<file path="src/rtl/ps2_keyboard_if.sv">
// CPU IO-page bus bundle for the PS/2 keyboard responder.
// master drives the bus cycle, slave returns read data.
interface ps2_keyboard_if;
  logic       R_W_n;
  logic [1:0] reg_addr_i;
  logic [7:0] data_i;
  logic       kbd_cs;
  logic [7:0] data_o;

  modport master (
    output R_W_n, reg_addr_i, data_i, kbd_cs,
    input  data_o
  );

  modport slave (
    input  R_W_n, reg_addr_i, data_i, kbd_cs,
    output data_o
  );
endinterface

</file>
<file path="src/rtl/ps2_keyboard.sv">
// Receive-only PS/2 keyboard: deframes scan codes into a FIFO
// drained through a 4-register CPU window, with optional irq.
module ps2_keyboard #(
  parameter int TIMEOUT_CYCLES  = 27000,
  parameter int FIFO_DEPTH_LOG2 = 4
) (
  input  logic          clk_i,
  input  logic          rst_n_i,
  ps2_keyboard_if.slave bus,
  input  logic          ps2_clk_i,
  input  logic          ps2_dat_i,
  output logic          irq_o
);
  localparam int AW    = FIFO_DEPTH_LOG2;
  localparam int DEPTH = 1 << AW;
  localparam int TW    = $clog2(TIMEOUT_CYCLES + 1);
  localparam logic [TW-1:0] TO_MAX = TW'(TIMEOUT_CYCLES);
  localparam logic [AW:0] FULL_CNT = (AW+1)'(DEPTH);

  typedef enum logic [1:0] {
    S_IDLE, S_DATA, S_PAR, S_STOP
  } st_t;

  logic r_clk_s1, r_clk_s2, r_clk_h;
  logic r_dat_s1, r_dat_s2;
  logic r_edge, r_bit;

  st_t  r_st, w_nxt;
  logic [2:0]    r_bitcnt;
  logic [7:0]    r_shift;
  logic          r_par;
  logic [TW-1:0] r_to_cnt;
  logic w_timeout, w_push, w_perr_set, w_ferr_set;

  logic [7:0]  r_mem [DEPTH];
  logic [AW-1:0] r_wp, r_rp;
  logic [AW:0] r_cnt;
  logic r_ovr, r_perr, r_ferr;
  logic r_en, r_ie, r_irq;

  logic w_rd, w_wr, w_pop, w_empty, w_full;
  logic w_wr_stat, w_wr_ctrl, w_flush;
  logic w_fifo_wr, w_ovr_set;
  logic [7:0] w_status, w_count, w_ctrl, w_rdata;
  logic w_unused;

  // Edge pulse and its data bit are registered, giving the push
  // its own cycle after edge detection.
  always_ff @(posedge clk_i) begin
    if (!rst_n_i) begin
      r_clk_s1 <= 1'b1;
      r_clk_s2 <= 1'b1;
      r_clk_h  <= 1'b1;
      r_dat_s1 <= 1'b1;
      r_dat_s2 <= 1'b1;
      r_edge   <= 1'b0;
      r_bit    <= 1'b1;
    end else begin
      r_clk_s1 <= ps2_clk_i;
      r_clk_s2 <= r_clk_s1;
      r_clk_h  <= r_clk_s2;
      r_dat_s1 <= ps2_dat_i;
      r_dat_s2 <= r_dat_s1;
      r_edge   <= r_clk_h & ~r_clk_s2;
      r_bit    <= r_dat_s2;
    end
  end

  assign w_timeout = (r_st != S_IDLE) &&
                     (r_to_cnt == TO_MAX);

  always_ff @(posedge clk_i) begin
    if (!rst_n_i) r_st <= S_IDLE;
    else          r_st <= w_nxt;
  end

  always_comb begin
    w_nxt = r_st;
    if (!r_en || w_timeout) begin
      w_nxt = S_IDLE;
    end else if (r_edge) begin
      unique case (r_st)
        S_IDLE: if (!r_bit) w_nxt = S_DATA;
        S_DATA: if (r_bitcnt == 3'd7) w_nxt = S_PAR;
        S_PAR:  w_nxt = S_STOP;
        S_STOP: w_nxt = S_IDLE;
        default: w_nxt = S_IDLE;
      endcase
    end
  end

  always_comb begin
    w_push     = 1'b0;
    w_perr_set = 1'b0;
    w_ferr_set = 1'b0;
    if (r_en && w_timeout) begin
      w_ferr_set = 1'b1;
    end else if (r_en && r_edge && r_st == S_STOP) begin
      if (!r_bit)                 w_ferr_set = 1'b1;
      else if (^{r_shift, r_par}) w_push     = 1'b1;
      else                        w_perr_set = 1'b1;
    end
  end

  always_ff @(posedge clk_i) begin
    if (!rst_n_i) begin
      r_bitcnt <= '0;
      r_shift  <= '0;
      r_par    <= 1'b0;
      r_to_cnt <= '0;
    end else begin
      if (r_edge || r_st == S_IDLE)
        r_to_cnt <= '0;
      else if (r_to_cnt != TO_MAX)
        r_to_cnt <= r_to_cnt + 1'b1;
      if (r_en && r_edge) begin
        unique case (r_st)
          S_IDLE: r_bitcnt <= '0;
          S_DATA: begin
            r_shift  <= {r_bit, r_shift[7:1]};
            r_bitcnt <= r_bitcnt + 1'b1;
          end
          S_PAR:  r_par <= r_bit;
          default: ;
        endcase
      end
    end
  end

  assign w_rd      = bus.kbd_cs & bus.R_W_n;
  assign w_wr      = bus.kbd_cs & ~bus.R_W_n;
  assign w_empty   = (r_cnt == '0);
  assign w_full    = (r_cnt == FULL_CNT);
  assign w_pop     = w_rd & (bus.reg_addr_i == 2'd0)
                   & ~w_empty;
  assign w_wr_stat = w_wr & (bus.reg_addr_i == 2'd1);
  assign w_wr_ctrl = w_wr & (bus.reg_addr_i == 2'd3);
  assign w_flush   = w_wr_ctrl & bus.data_i[1];
  assign w_fifo_wr = w_push & ~w_flush
                   & (~w_full | w_pop);
  assign w_ovr_set = w_push & ~w_flush
                   & w_full & ~w_pop;
  assign w_unused  = &{1'b0, bus.data_i[7:5]};

  always_ff @(posedge clk_i) begin
    if (w_fifo_wr) r_mem[r_wp] <= r_shift;
  end

  always_ff @(posedge clk_i) begin
    if (!rst_n_i || w_flush) begin
      r_wp  <= '0;
      r_rp  <= '0;
      r_cnt <= '0;
    end else begin
      if (w_fifo_wr) r_wp <= r_wp + 1'b1;
      if (w_pop)     r_rp <= r_rp + 1'b1;
      case ({w_fifo_wr, w_pop})
        2'b10:   r_cnt <= r_cnt + 1'b1;
        2'b01:   r_cnt <= r_cnt - 1'b1;
        default: r_cnt <= r_cnt;
      endcase
    end
  end

  // Sticky flags: a same-cycle set beats a write-1 clear.
  always_ff @(posedge clk_i) begin
    if (!rst_n_i) begin
      r_ovr  <= 1'b0;
      r_perr <= 1'b0;
      r_ferr <= 1'b0;
      r_en   <= 1'b1;
      r_ie   <= 1'b0;
      r_irq  <= 1'b0;
    end else begin
      r_ovr  <= w_ovr_set |
                (r_ovr & ~(w_wr_stat & bus.data_i[2]));
      r_perr <= w_perr_set |
                (r_perr & ~(w_wr_stat & bus.data_i[3]));
      r_ferr <= w_ferr_set |
                (r_ferr & ~(w_wr_stat & bus.data_i[4]));
      if (w_wr_ctrl) begin
        r_en <= bus.data_i[0];
        r_ie <= bus.data_i[2];
      end
      r_irq <= r_ie & ~w_empty;
    end
  end

  assign irq_o = r_irq;

  assign w_status = {3'b000, r_ferr, r_perr, r_ovr,
                     w_full, ~w_empty};
  assign w_count  = 8'(r_cnt);
  assign w_ctrl   = {5'b00000, r_ie, 1'b0, r_en};

  always_comb begin
    w_rdata = '0;
    unique case (1'b1)
      bus.reg_addr_i == 2'd0:
        w_rdata = w_empty ? 8'h00 : r_mem[r_rp];
      bus.reg_addr_i == 2'd1: w_rdata = w_status;
      bus.reg_addr_i == 2'd2: w_rdata = w_count;
      bus.reg_addr_i == 2'd3: w_rdata = w_ctrl;
    endcase
  end

  assign bus.data_o = bus.kbd_cs ? w_rdata : 8'h00;
endmodule

</file>
<file path="src/flat_wrapper.sv">
// flat-port wrapper written by rule: the top's interface ports become plain ports
module ps2_keyboard_flat 
#(
  parameter int TIMEOUT_CYCLES  = 27000,
  parameter int FIFO_DEPTH_LOG2 = 4
)
  (clk_i, rst_n_i, ps2_clk_i, ps2_dat_i, irq_o, bus_R_W_n, bus_reg_addr_i, bus_data_i, bus_kbd_cs, bus_data_o);
  ps2_keyboard_if bus_i ();
  input  logic clk_i;
  input  logic rst_n_i;
  input  logic ps2_clk_i;
  input  logic ps2_dat_i;
  output logic irq_o;
  input wire logic [$bits(bus_i.R_W_n)-1:0] bus_R_W_n;
  input wire logic [$bits(bus_i.reg_addr_i)-1:0] bus_reg_addr_i;
  input wire logic [$bits(bus_i.data_i)-1:0] bus_data_i;
  input wire logic [$bits(bus_i.kbd_cs)-1:0] bus_kbd_cs;
  output wire logic [$bits(bus_i.data_o)-1:0] bus_data_o;
  assign bus_i.R_W_n = bus_R_W_n;
  assign bus_i.reg_addr_i = bus_reg_addr_i;
  assign bus_i.data_i = bus_data_i;
  assign bus_i.kbd_cs = bus_kbd_cs;
  assign bus_data_o = bus_i.data_o;
  ps2_keyboard #(.TIMEOUT_CYCLES(TIMEOUT_CYCLES), .FIFO_DEPTH_LOG2(FIFO_DEPTH_LOG2)) u_core (.clk_i(clk_i), .rst_n_i(rst_n_i), .bus(bus_i), .ps2_clk_i(ps2_clk_i), .ps2_dat_i(ps2_dat_i), .irq_o(irq_o));
endmodule
</file>
<file path="config.mk">
export PLATFORM = sky130hd
export DESIGN_NAME = ps2_keyboard_flat
export DESIGN_NICKNAME = d
export VERILOG_FILES = /design/src/rtl/ps2_keyboard_if.sv /design/src/rtl/ps2_keyboard.sv /design/src/flat_wrapper.sv
export SDC_FILE = /design/constraint.sdc
export NUM_CORES = 1
export LEC_CHECK = 0
export BUFFER_PORTS_ARGS = -buffer_cell sky130_fd_sc_hd__buf_2
export CORE_MARGIN = 3
export CORE_UTILIZATION = 66
export CTS_BUF_LIST = sky130_fd_sc_hd__clkbuf_8
export DETAILED_ROUTE_END_ITERATION = 8
export PLACE_DENSITY = 0.84
export SYNTH_ARGS = -nofsm -noshare
export SYNTH_HDL_FRONTEND = slang
export SYNTH_SLANG_ARGS = --single-unit
</file>
<file path="constraint.sdc">
create_clock -name clk_i -period 7.8 [get_ports clk_i]
set_input_delay 0.78 -clock clk_i [delete_from_list [all_inputs] [get_ports clk_i]]
set_output_delay 0.78 -clock clk_i [all_outputs]
set_load 0.05 [all_outputs]
</file>
==> results_dict.tcl, run 1 <==
set metrics [dict create \
    p_switching_uw 360 \
    ff2ff_setup_slack_ps 4030 \
    status "finished clean" \
    wire_per_inst_um 20.6 \
    grt_setup_unrepaired "no" \
    fmax_mhz 255 \
    synth_cell_types 54 \
    ys_warn_count 0 \
    io_pins 25 \
    synthArstFlopShare_pct 0 \
    critPathMaxFanout 32 \
    cts_num_sinks 187 \
    pre_cts_slack_ps 4090 \
    swShare_pct 21.1 \
    finalClockSkew_ps 12.8 \
    ys_ff_latch 187 \
    core_mm2 0.0115 \
    wl_um 14700 \
    drv_slew 0 \
    cts_buffer_depth 2 \
    power.leakage_nw 2.87 \
    postCtsResizedCells 0 \
    grt_pass1_vias 4486 \
    hpwl_um 9530 \
    period_minus_slack_ps 3920 \
    grt.total_usage_pct 24.2 \
    htreeDepth 4 \
    drc_errors 0 \
    grt_max_degree 33 \
    end_kind "primary output" \
    antenna_cells 0 \
    worstPathArrival_ps 3140 \
    cts_tree "built" \
    hold_buffers 0 \
    portBuffers 21 \
    hold_path.class "reg2reg" \
    vias 4493 \
    antenna_left 0 \
    pwr-share-comb_pct 1.1 \
    worstMarginPinSlew_ps 839 \
    syn_avg_cell_area_um2 14.6 \
    power.total_mw 1.70 \
    clockPowerShare_pct 37.5 \
    layout_setup_ws_ps 3880 \
    num-fill-cells 664 \
    syn_inst 539 \
    synth_edf_count 128 \
    max_cap_violations 0 \
    die_y_um 115 \
    gp_congestion 0.859 \
    clkTransAtPathRegs_ps 90 \
    min_path_cells 1 \
    setup_violations 0 \
    antenna_found_initial 0 \
    cp-start-kind "flip-flop" \
    cts_root_buf "clkbuf_8" \
    drive_above_1_share_pct 20.4 \
    postCtsSetupBuffers 0 \
    finalSetupTns_ps 0 \
    r2r_cells 11 \
    layout.area.seq_mm2 0.00503 \
    die-width_um 115 \
    vias_per_cell 6.27 \
    grt_pass1_wl_um 23800 \
    slew_headroom_pct 43.8 \
    initial_utilization_pct 68.4 \
    seq_area_frac_synth_pct 63.8 \
    seqPwrFrac_pct 61.4 \
    syn_area_mm2 0.00787 \
    multi_input_area_mm2 0.00271 \
    grt.overflow.total 0 \
    area_growth_pct 7.87 \
    hold_viol 0 \
    ys.flop_type "edfxtp_1" \
    ir_worst_vdd_v 0.000178 \
    detail_route.first_pass.iterations 6 \
    synthesis.nets 570 \
    numCtsBuffers 17 \
    rows 39 \
    nets 592 \
    internal_power_mw 1.34 \
    drt_iter0_markers 386 \
    fp.dieArea_mm2 0.0133 \
    criticalPathCategory "reg2out" \
    clk_latency_ps 460 \
    required_ps 7020 \
    min_period_over_period_pct 50.3 \
    cellPowerDensity_mw_per_mm2 201 \
]
-- critical path: stages, from the launching register on --
cell and delay [ps]:
dfxtp_2 320, buf_4 500, mux4_2 600, mux4_2 530, nand2_1 100, nor2_1 50
a21oi_1 120, o21ai_0 80, and2_1 160, buf_2 200
-- cell usage after synthesis (all sizes together) (2+ instances only) --
cell type | count | area share (%)
nand4 | 5 | 0.40
or3 | 4 | 0.33
nor4 | 2 | 0.16
xor2 | 17 | 1.9
o21a | 2 | 0.19
nor3 | 7 | 0.59
and2 | 5 | 0.40
nand2 | 53 | 2.5
buf | 9 | 0.67
or4 | 2 | 0.24
and4bb | 3 | 0.48
ha | 15 | 2.4
and4b | 2 | 0.25
mux4 | 40 | 11
edfxtp | 128 | 49
nor2b | 10 | 0.79
dfxtp | 59 | 15
nand2b | 11 | 0.87
mux2i | 6 | 0.76
and3 | 9 | 0.72
a31oi | 2 | 0.16
a21boi | 11 | 1.0
nor2 | 47 | 2.3
inv | 9 | 0.43
a221oi | 4 | 0.60
mux2 | 3 | 0.43
a22oi | 6 | 0.57
nor3b | 2 | 0.19
nand3 | 11 | 0.70
o21ai | 12 | 0.95
clkbuf | 15 | 0.72
a21oi | 11 | 0.70
xnor2 | 8 | 1.1
-- cell usage in the layout (no fill, tap or decap), types with 3 or more instances in the layout --
| cell type | netlist | routed |
|---|---|---|
| o21ai_0 | 10 | 10 |
| xor2_1 | 17 | 17 |
| buf_4 | 2 | 6 |
| mux2i_1 | 6 | 6 |
| nor2_1 | 45 | 45 |
| buf_2 | 3 | 21 |
| nor3_1 | 6 | 6 |
| mux2_2 | 3 | 3 |
| nand4_1 | 5 | 5 |
| inv_1 | 9 | 10 |
| nand3_1 | 11 | 11 |
| nor2b_1 | 10 | 10 |
| mux4_2 | 40 | 40 |
| edfxtp_1 | 128 | 128 |
| ha_1 | 15 | 15 |
| a22oi_1 | 6 | 6 |
| clkbuf_8 | 0 | 17 |
| a21boi_0 | 11 | 11 |
| nand2_1 | 53 | 53 |
| clkinv_4 | 0 | 3 |
| and3_1 | 9 | 9 |
| nand2b_1 | 11 | 11 |
| a21oi_1 | 11 | 11 |
| and2_1 | 5 | 5 |
| or3_1 | 3 | 3 |
| dfxtp_1 | 59 | 58 |
| inv_6 | 0 | 4 |
| xnor2_1 | 7 | 7 |
-- power groups by stage --
| stage | sequential [mW] | combinational (mW) | clock [mW] |
|---|---|---|---|
| final | 1.05 | 0.0185 | 0.639 |
| after floorplan | 1.07 | 0.0133 | 0 |
| after global placement | 1.07 | 0.0177 | 0 |
| after detailed placement | 1.07 | 0.0183 | 0 |
| after CTS | 1.05 | 0.0185 | 0.647 |
| after global routing | 1.05 | 0.0204 | 0.689 |
-- kinds of logic (layout without fill, tap and decap cells) --
group,Yosys count,after routing,synth area share (%)
adders and majority gates,15,15,2.38
buffers and inverters,33,68,1.81
xor gates and xnor gates,26,26,3.32
and+or+nand+nor,176,176,11.3
muxes,49,49,12.6
AOI/OAI and AO/OA,53,53,4.78
DFF,187,187,63.8
-- stage by stage --
stage               hold slack [ps]  area, um^2  cells  utilization [%]
CTS                             415        8490    717             73.8
floorplan                       386        7870    539                -
finish                          413        8490    717             73.8
global placement                390        8100    685             70.3
detailed placement              394        8100    685             70.3
global route                    432        8490    717             73.8
-- area by class of cell --
class,count,share of cell area (%)
inverters,9,0.398
repair buffers,27,1.77
well taps,143,2.11
multi-input cells,319,31.9
clock inverters,15,1.93
clock buffers,17,2.75
flip-flops and latches,187,59.2
-- sequential cells by signal, indices dropped and copies added (netlist names), 2 cells and up, named ones only --
name and flops:
u_core.r_mem 128, u_core.r_to_cnt 15, u_core.r_shift 8, u_core.r_cnt 5, u_core.r_rp 4, u_core.r_wp 4
u_core.r_bitcnt 3, u_core.r_st 2
-- per-layer routing --
metal	vias to the layer above	track usage [%]	routed length [um]
li1	2070	-	-
met1	2242	33.3	6160
met2	153	38.1	7260
met3	28	5.05	929
met4	0	10.3	400
met5	-	0	0
-- final timing paths --
check | startpoint | endpoint
worst min-delay path | u_core.r_dat_s2 | u_core.r_bit
worst min register to register | u_core.r_dat_s2 | u_core.r_bit
worst max register to register | u_core.r_shift[2] | u_core.r_cnt[4]
worst max-delay path | flip-flop | bus_data_o[4]
(Power assumes the default switching activity.)
==> run 2: changes to the inputs <==
--- a/config.mk
+++ b/config.mk
@@ -7,10 +7,10 @@
 export LEC_CHECK = 0
 export BUFFER_PORTS_ARGS = -buffer_cell sky130_fd_sc_hd__buf_2
 export CORE_MARGIN = 3
-export CORE_UTILIZATION = 66
+export CORE_UTILIZATION = 64
 export CTS_BUF_LIST = sky130_fd_sc_hd__clkbuf_8
 export DETAILED_ROUTE_END_ITERATION = 8
-export PLACE_DENSITY = 0.84
+export PLACE_DENSITY = 0.82
 export SYNTH_ARGS = -nofsm -noshare
 export SYNTH_HDL_FRONTEND = slang
 export SYNTH_SLANG_ARGS = --single-unit
==> constraint.sdc (replaced) <==
create_clock -name clk_i -period 3.85 [get_ports clk_i]
set_input_delay 0.385 -clock clk_i [delete_from_list [all_inputs] [get_ports clk_i]]
set_output_delay 0.385 -clock clk_i [all_outputs]
set_load 0.05 [all_outputs]
==> run 2 against run 1 <==
Final cell count rose by 2.4%. Count of clock-buffer cells in the layout rose by 1. Critical path depth decreased by 1. Critical path type unchanged. Power rose by 110%. Setup slack worse by 3500 ps. Global-route usage up 1.4 points. Clock power grew 110%. Hold slack lost 320 ps.
==> results_dict.tcl, run 2 (synthesis results as in run 1) <==
set metrics [dict create \
    critPathMaxFanout 20 \
    status "finished clean" \
    vias_per_cell 6.23 \
    clk_latency_ps 460 \
    worstMarginPinSlew_ps 850 \
    cp_slowest_stage_delay_ps 780 \
    rows 39 \
    drv_slew 0 \
    grt.total_usage_pct 25.7 \
    die_y_um 117 \
    detail_route.first_pass.iterations 5 \
    fp.dieArea_mm2 0.0137 \
    finalClockSkew_ps 15.6 \
    htreeDepth 4 \
    largest_reg_flops 128 \
    nets 609 \
    period_minus_slack_ps 3450 \
    vias 4576 \
    layout_setup_ws_ps 398 \
    cts_buffer_depth 2 \
    cellPowerDensity_mw_per_mm2 409 \
    min_period_over_period_pct 89.7 \
    worst-path-buf-inv 1 \
    cp_cell_sequence "mux4_2 -> mux4_2 -> nand2_1 -> nor2_1 -> a21oi_1 -> o21ai_0 -> and2_1 -> buf_2" \
    postCtsResizedCells 0 \
    worstPathArrival_ps 3070 \
    io_pins 25 \
    grt_max_degree 30 \
    clkTransAtPathRegs_ps 90 \
    gp_congestion 0.858 \
    antenna_cells 0 \
    worst_path_max_delay_cell "dfxtp_2" \
    hold_viol 0 \
    grt_pass1_wl_um 25300 \
    cts_root_buf "clkbuf_8" \
    die-width_um 117 \
    largest_register "u_core.r_mem" \
    max_cap_violations 0 \
    layout_common_cells "edfxtp_1 (128), dfxtp_1 (58), nand2_1 (53), nor2_1 (45), mux4_2 (40)" \
    core_mm2 0.0117 \
    required_ps 3460 \
    cts_num_sinks 187 \
    antenna_left 0 \
    crit_family "multiplexers" \
    grt_pass1_vias 4559 \
    portBuffers 21 \
    end_kind "primary output" \
    ir_worst_vdd_v 0.000330 \
    finalSetupTns_ps 0 \
    reg_top3 "u_core.r_mem (128), u_core.r_to_cnt (15), u_core.r_shift (8)" \
    hpwl_um 10500 \
    crit_top_cell "mux4_2" \
    setup_violations 0 \
    initial_utilization_pct 67.2 \
    hold_path.class "in2reg" \
    grt.overflow.total 0 \
    numCtsBuffers 17 \
    antenna_found_initial 0 \
    fmax_mhz 290 \
    drive_above_1_share_pct 22.7 \
    drt_iter0_markers 562 \
    grt_setup_unrepaired "no" \
    drc_errors 0 \
    pre_cts_slack_ps 651 \
    num-fill-cells 719 \
    slew_headroom_pct 43.1 \
    power.leakage_nw 2.97 \
    hold_buffers 0 \
    cts_tree "built" \
    cp-start-kind "flip-flop" \
    wire_per_inst_um 21.7 \
    mostFrequentLayoutCell "edfxtp_1" \
    area_growth_pct 9.82 \
    wl_um 15900 \
    postCtsSetupBuffers 0 \
    criticalPathCategory "reg2out" \
]
run 2: changes by cell type in the layout (fill, tap and decap cells not counted), sizes merged:
cell      change
clkinvlp      +1
clkinv        +3
buf          +17
bufinv        +2
clkbuf        +1
inv           -7
run 2: final cells by class:
type | instances | area [um^2] | area share (%)
clock buffer | 18 | 248 | 2.87
clock inverter | 14 | 176 | 2.04
inverter | 9 | 33.8 | 0.391
multi-input combinational | 319 | 2710 | 31.3
sequential | 187 | 5030 | 58.1
tap | 143 | 179 | 2.07
timing repair buffer | 44 | 278 | 3.21
run 2: worst paths after layout:
kind	slack, ps	to	start	depth (start not counted)
max	400	bus_data_o[4]	flip-flop	8
min	100	u_core.r_clk_s1	ps2_clk_i	2
max reg2reg	620	u_core.r_cnt[4]	u_core.r_shift[3]	12
min reg2reg	410	u_core.r_bit	u_core.r_dat_s2	1
run 2: per-stage QoR:
stage	utilization (%)	power, mW	area [um^2]	cells	hold WS [ps]
5_1_grt	73.8	3.64	8650	734	77.2
6_report	73.8	3.53	8650	734	95.4
2_1_floorplan	-	2.19	7870	539	386
4_1_cts	73.8	3.55	8650	734	72.5
3_5_place_dp	70.2	2.21	8220	702	397
3_3_place_gp	70.2	2.21	8220	702	392
run 2: layer usage:
layer	up-vias	wire (um)	global-route usage [%]
met5	-	0	0
met4	0	473	10.9
met3	32	801	5.14
li1	2104	-	-
met2	160	8400	42.5
met1	2280	6250	33.5
run 2: worst reg2reg max path, delay by kind of cell (launching register included):
kind	cells	cell delay [ps]
buf+inv	1	220
fa+ha+maj	1	240
simple gates	3	980
compound gates	3	480
xor+xnor	4	930
flops	1	320
run 2: report_power, final:
group          switching [mW]  internal (mW)
clock network           0.659          0.714
logic                  0.0230         0.0141
registers             0.00291           2.12
==> run 3: changes to the inputs <==
--- a/config.mk
+++ b/config.mk
@@ -7,10 +7,10 @@
 export LEC_CHECK = 0
 export BUFFER_PORTS_ARGS = -buffer_cell sky130_fd_sc_hd__buf_2
 export CORE_MARGIN = 3
-export CORE_UTILIZATION = 64
+export CORE_UTILIZATION = 66
 export CTS_BUF_LIST = sky130_fd_sc_hd__clkbuf_8
 export DETAILED_ROUTE_END_ITERATION = 8
-export PLACE_DENSITY = 0.82
+export PLACE_DENSITY = 0.92
 export SYNTH_ARGS = -nofsm -noshare
 export SYNTH_HDL_FRONTEND = slang
 export SYNTH_SLANG_ARGS = --single-unit
==> constraint.sdc (replaced) <==
create_clock -name clk_i -period 4.02 [get_ports clk_i]
set_input_delay 0.402 -clock clk_i [delete_from_list [all_inputs] [get_ports clk_i]]
set_output_delay 0.402 -clock clk_i [all_outputs]
set_load 0.05 [all_outputs]
==> run 3 against run 2 <==
Non-clock buffer count fell by 6. First-iteration DRC count fell by 12%. Routed wire length fell by 1.4%. Sequential cell count stayed put. Clock skew is 4.1 ps lower. Critical path type unchanged. Highest routed layer unchanged.
==> results_dict.tcl, run 3 (synthesis results as in run 1) <==
set metrics [dict create \
    status "finished clean" \
    clockPowerShare_pct 34.8 \
    largest_reg_flops 128 \
    hold_buffers 0 \
    p_switching_uw 695 \
    worst_path_max_delay_cell "dfxtp_2" \
    mostFrequentLayoutCell "edfxtp_1" \
    numCtsBuffers 17 \
    postCtsSetupBuffers 0 \
    critical_path.endpoint "bus_data_o[4]" \
    reg_top3 "u_core.r_mem (128), u_core.r_to_cnt (15), u_core.r_shift (8)" \
    cp_cell_sequence "mux4_2 -> mux4_2 -> nand2_1 -> nor2_1 -> a21oi_1 -> o21ai_0 -> and2_1 -> buf_2" \
    ff2ff_setup_slack_ps 430 \
    vias 4682 \
    detail_route.first_pass.iterations 6 \
    clk_latency_ps 470 \
    grt.total_usage_pct 25.2 \
    clkTransAtPathRegs_ps 90 \
    cts_tree "built" \
    gp_congestion 0.845 \
    drt_iter0_markers 497 \
    r2r_cells 12 \
    hold_path.class "in2reg" \
    crit_family "multiplexers" \
    rows 39 \
    wl_met3_um 1150 \
    pre_cts_slack_ps 569 \
    antenna_left 0 \
    io_pins 25 \
    cts_num_sinks 187 \
    path_depth 8 \
    finalClockSkew_ps 11.5 \
    postCtsResizedCells 0 \
    worstPathArrival_ps 3230 \
    critPathMaxFanout 21 \
    initial_utilization_pct 68.4 \
    drc_errors 0 \
    r2r_start "u_core.r_shift[1]" \
    fin_area_mm2 0.00853 \
    max_cap_violations 0 \
    wire_per_inst_um 21.6 \
    die-width_um 115 \
    nets 603 \
    min_period_over_period_pct 90.4 \
    ir_worst_vdd_v 0.000265 \
    end_kind "primary output" \
    fmax_mhz 275 \
    layout_setup_ws_ps 385 \
    required_ps 3620 \
    pwr-share-comb_pct 1.2 \
    vias_per_cell 6.43 \
    internal_power_mw 2.48 \
    hpwl_um 10700 \
    cp_slowest_stage_delay_ps 830 \
    worstMarginPinSlew_ps 869 \
    met1Wirelength_um 5940 \
    finalSetupTns_ps 0 \
    worst-path-buf-inv 1 \
    whs_ps 123 \
    largest_register "u_core.r_mem" \
    fp.dieArea_mm2 0.0133 \
    slew_headroom_pct 41.9 \
    criticalPathCategory "reg2out" \
    dr_wl_met2_um 7920 \
    grt.overflow.total 0 \
    grt_max_degree 30 \
    area_growth_pct 8.31 \
    antenna_found_initial 0 \
    layout_common_cells "edfxtp_1 (128), dfxtp_1 (58), nand2_1 (53), nor2_1 (45), mux4_2 (40)" \
    grt_setup_unrepaired "no" \
    cts_root_buf "clkbuf_8" \
    placed_area_mm2 0.00818 \
    period_minus_slack_ps 3630 \
    cts_buffer_depth 2 \
    wl_um 15700 \
    top_layer "met4" \
    die_y_um 115 \
    drv_slew 0 \
    cp-start-kind "flip-flop" \
    swShare_pct 21.9 \
    hold_viol 0 \
    r2r-end "u_core.r_cnt[4]" \
    power.leakage_nw 2.89 \
    grt_pass1_vias 4671 \
    htreeDepth 4 \
    portBuffers 21 \
    drive_above_1_share_pct 22.1 \
    core_mm2 0.0115 \
    grt_pass1_wl_um 24800 \
    seqPwrFrac_pct 64.0 \
    setup_violations 0 \
    cellPowerDensity_mw_per_mm2 372 \
    antenna_cells 0 \
    crit_top_cell "mux4_2" \
]
[run 3: area by class of cell]
type / count / area, um^2
well taps: 143 / 179
repair buffers: 38 / 233
inverters: 9 / 33.8
clock inverters: 15 / 116
multi-input cells: 319 / 2710
fillers: 643 / 2990
clock buffers: 17 / 234
flip-flops and latches: 187 / 5030
[run 3: how the worst min path moves through the flow]
stage	end	cells past startpoint	slack [ps]	from
after global placement	u_core.r_bit	1	390	u_core.r_dat_s2
after detailed placement	u_core.r_bit	1	390	u_core.r_dat_s2
final	u_core.r_dat_s1	2	120	ps2_dat_i
after floorplan	u_core.r_bit	1	390	u_core.r_dat_s2
after global routing	u_core.r_clk_s1	2	110	ps2_clk_i
after CTS	u_core.r_dat_s1	2	110	ps2_dat_i
[run 3: metal layers]
metal	up-vias	track usage, %
met4	0	13.6
li1	2084	-
met3	56	5.63
met1	2288	32.0
met5	-	0
met2	254	40.9
[run 3: worst reg2reg max path: stages (launching register included)]
cell      delay [ps]
dfxtp_1          320
buf_4            230
xor2_1           180
xnor3_2          500
xnor2_4          370
o21a_1           230
xor2_1            90
ha_1             260
or3_2            430
a21oi_1          220
a221oi_2          80
or4_1            510
nand2_1           90
[run 3: power by group through the flow]
stage / clock (mW) / combinational [mW] / sequential (mW)
2_1_floorplan: 0 / 0.0257 / 2.08
3_3_place_gp: 0 / 0.0346 / 2.08
3_5_place_dp: 0 / 0.0361 / 2.08
4_1_cts: 1.11 / 0.0367 / 2.03
5_1_grt: 1.19 / 0.0400 / 2.03
6_report: 1.10 / 0.0375 / 2.03
[run 3: metrics by stage]
stage | instances | util [%] | power (mW)
6_report | 728 | 74.1 | 3.17
4_1_cts | 728 | 74.1 | 3.18
3_5_place_dp | 696 | 71.0 | 2.11
2_1_floorplan | 539 | - | 2.10
5_1_grt | 728 | 74.1 | 3.27
3_3_place_gp | 696 | 71.0 | 2.11
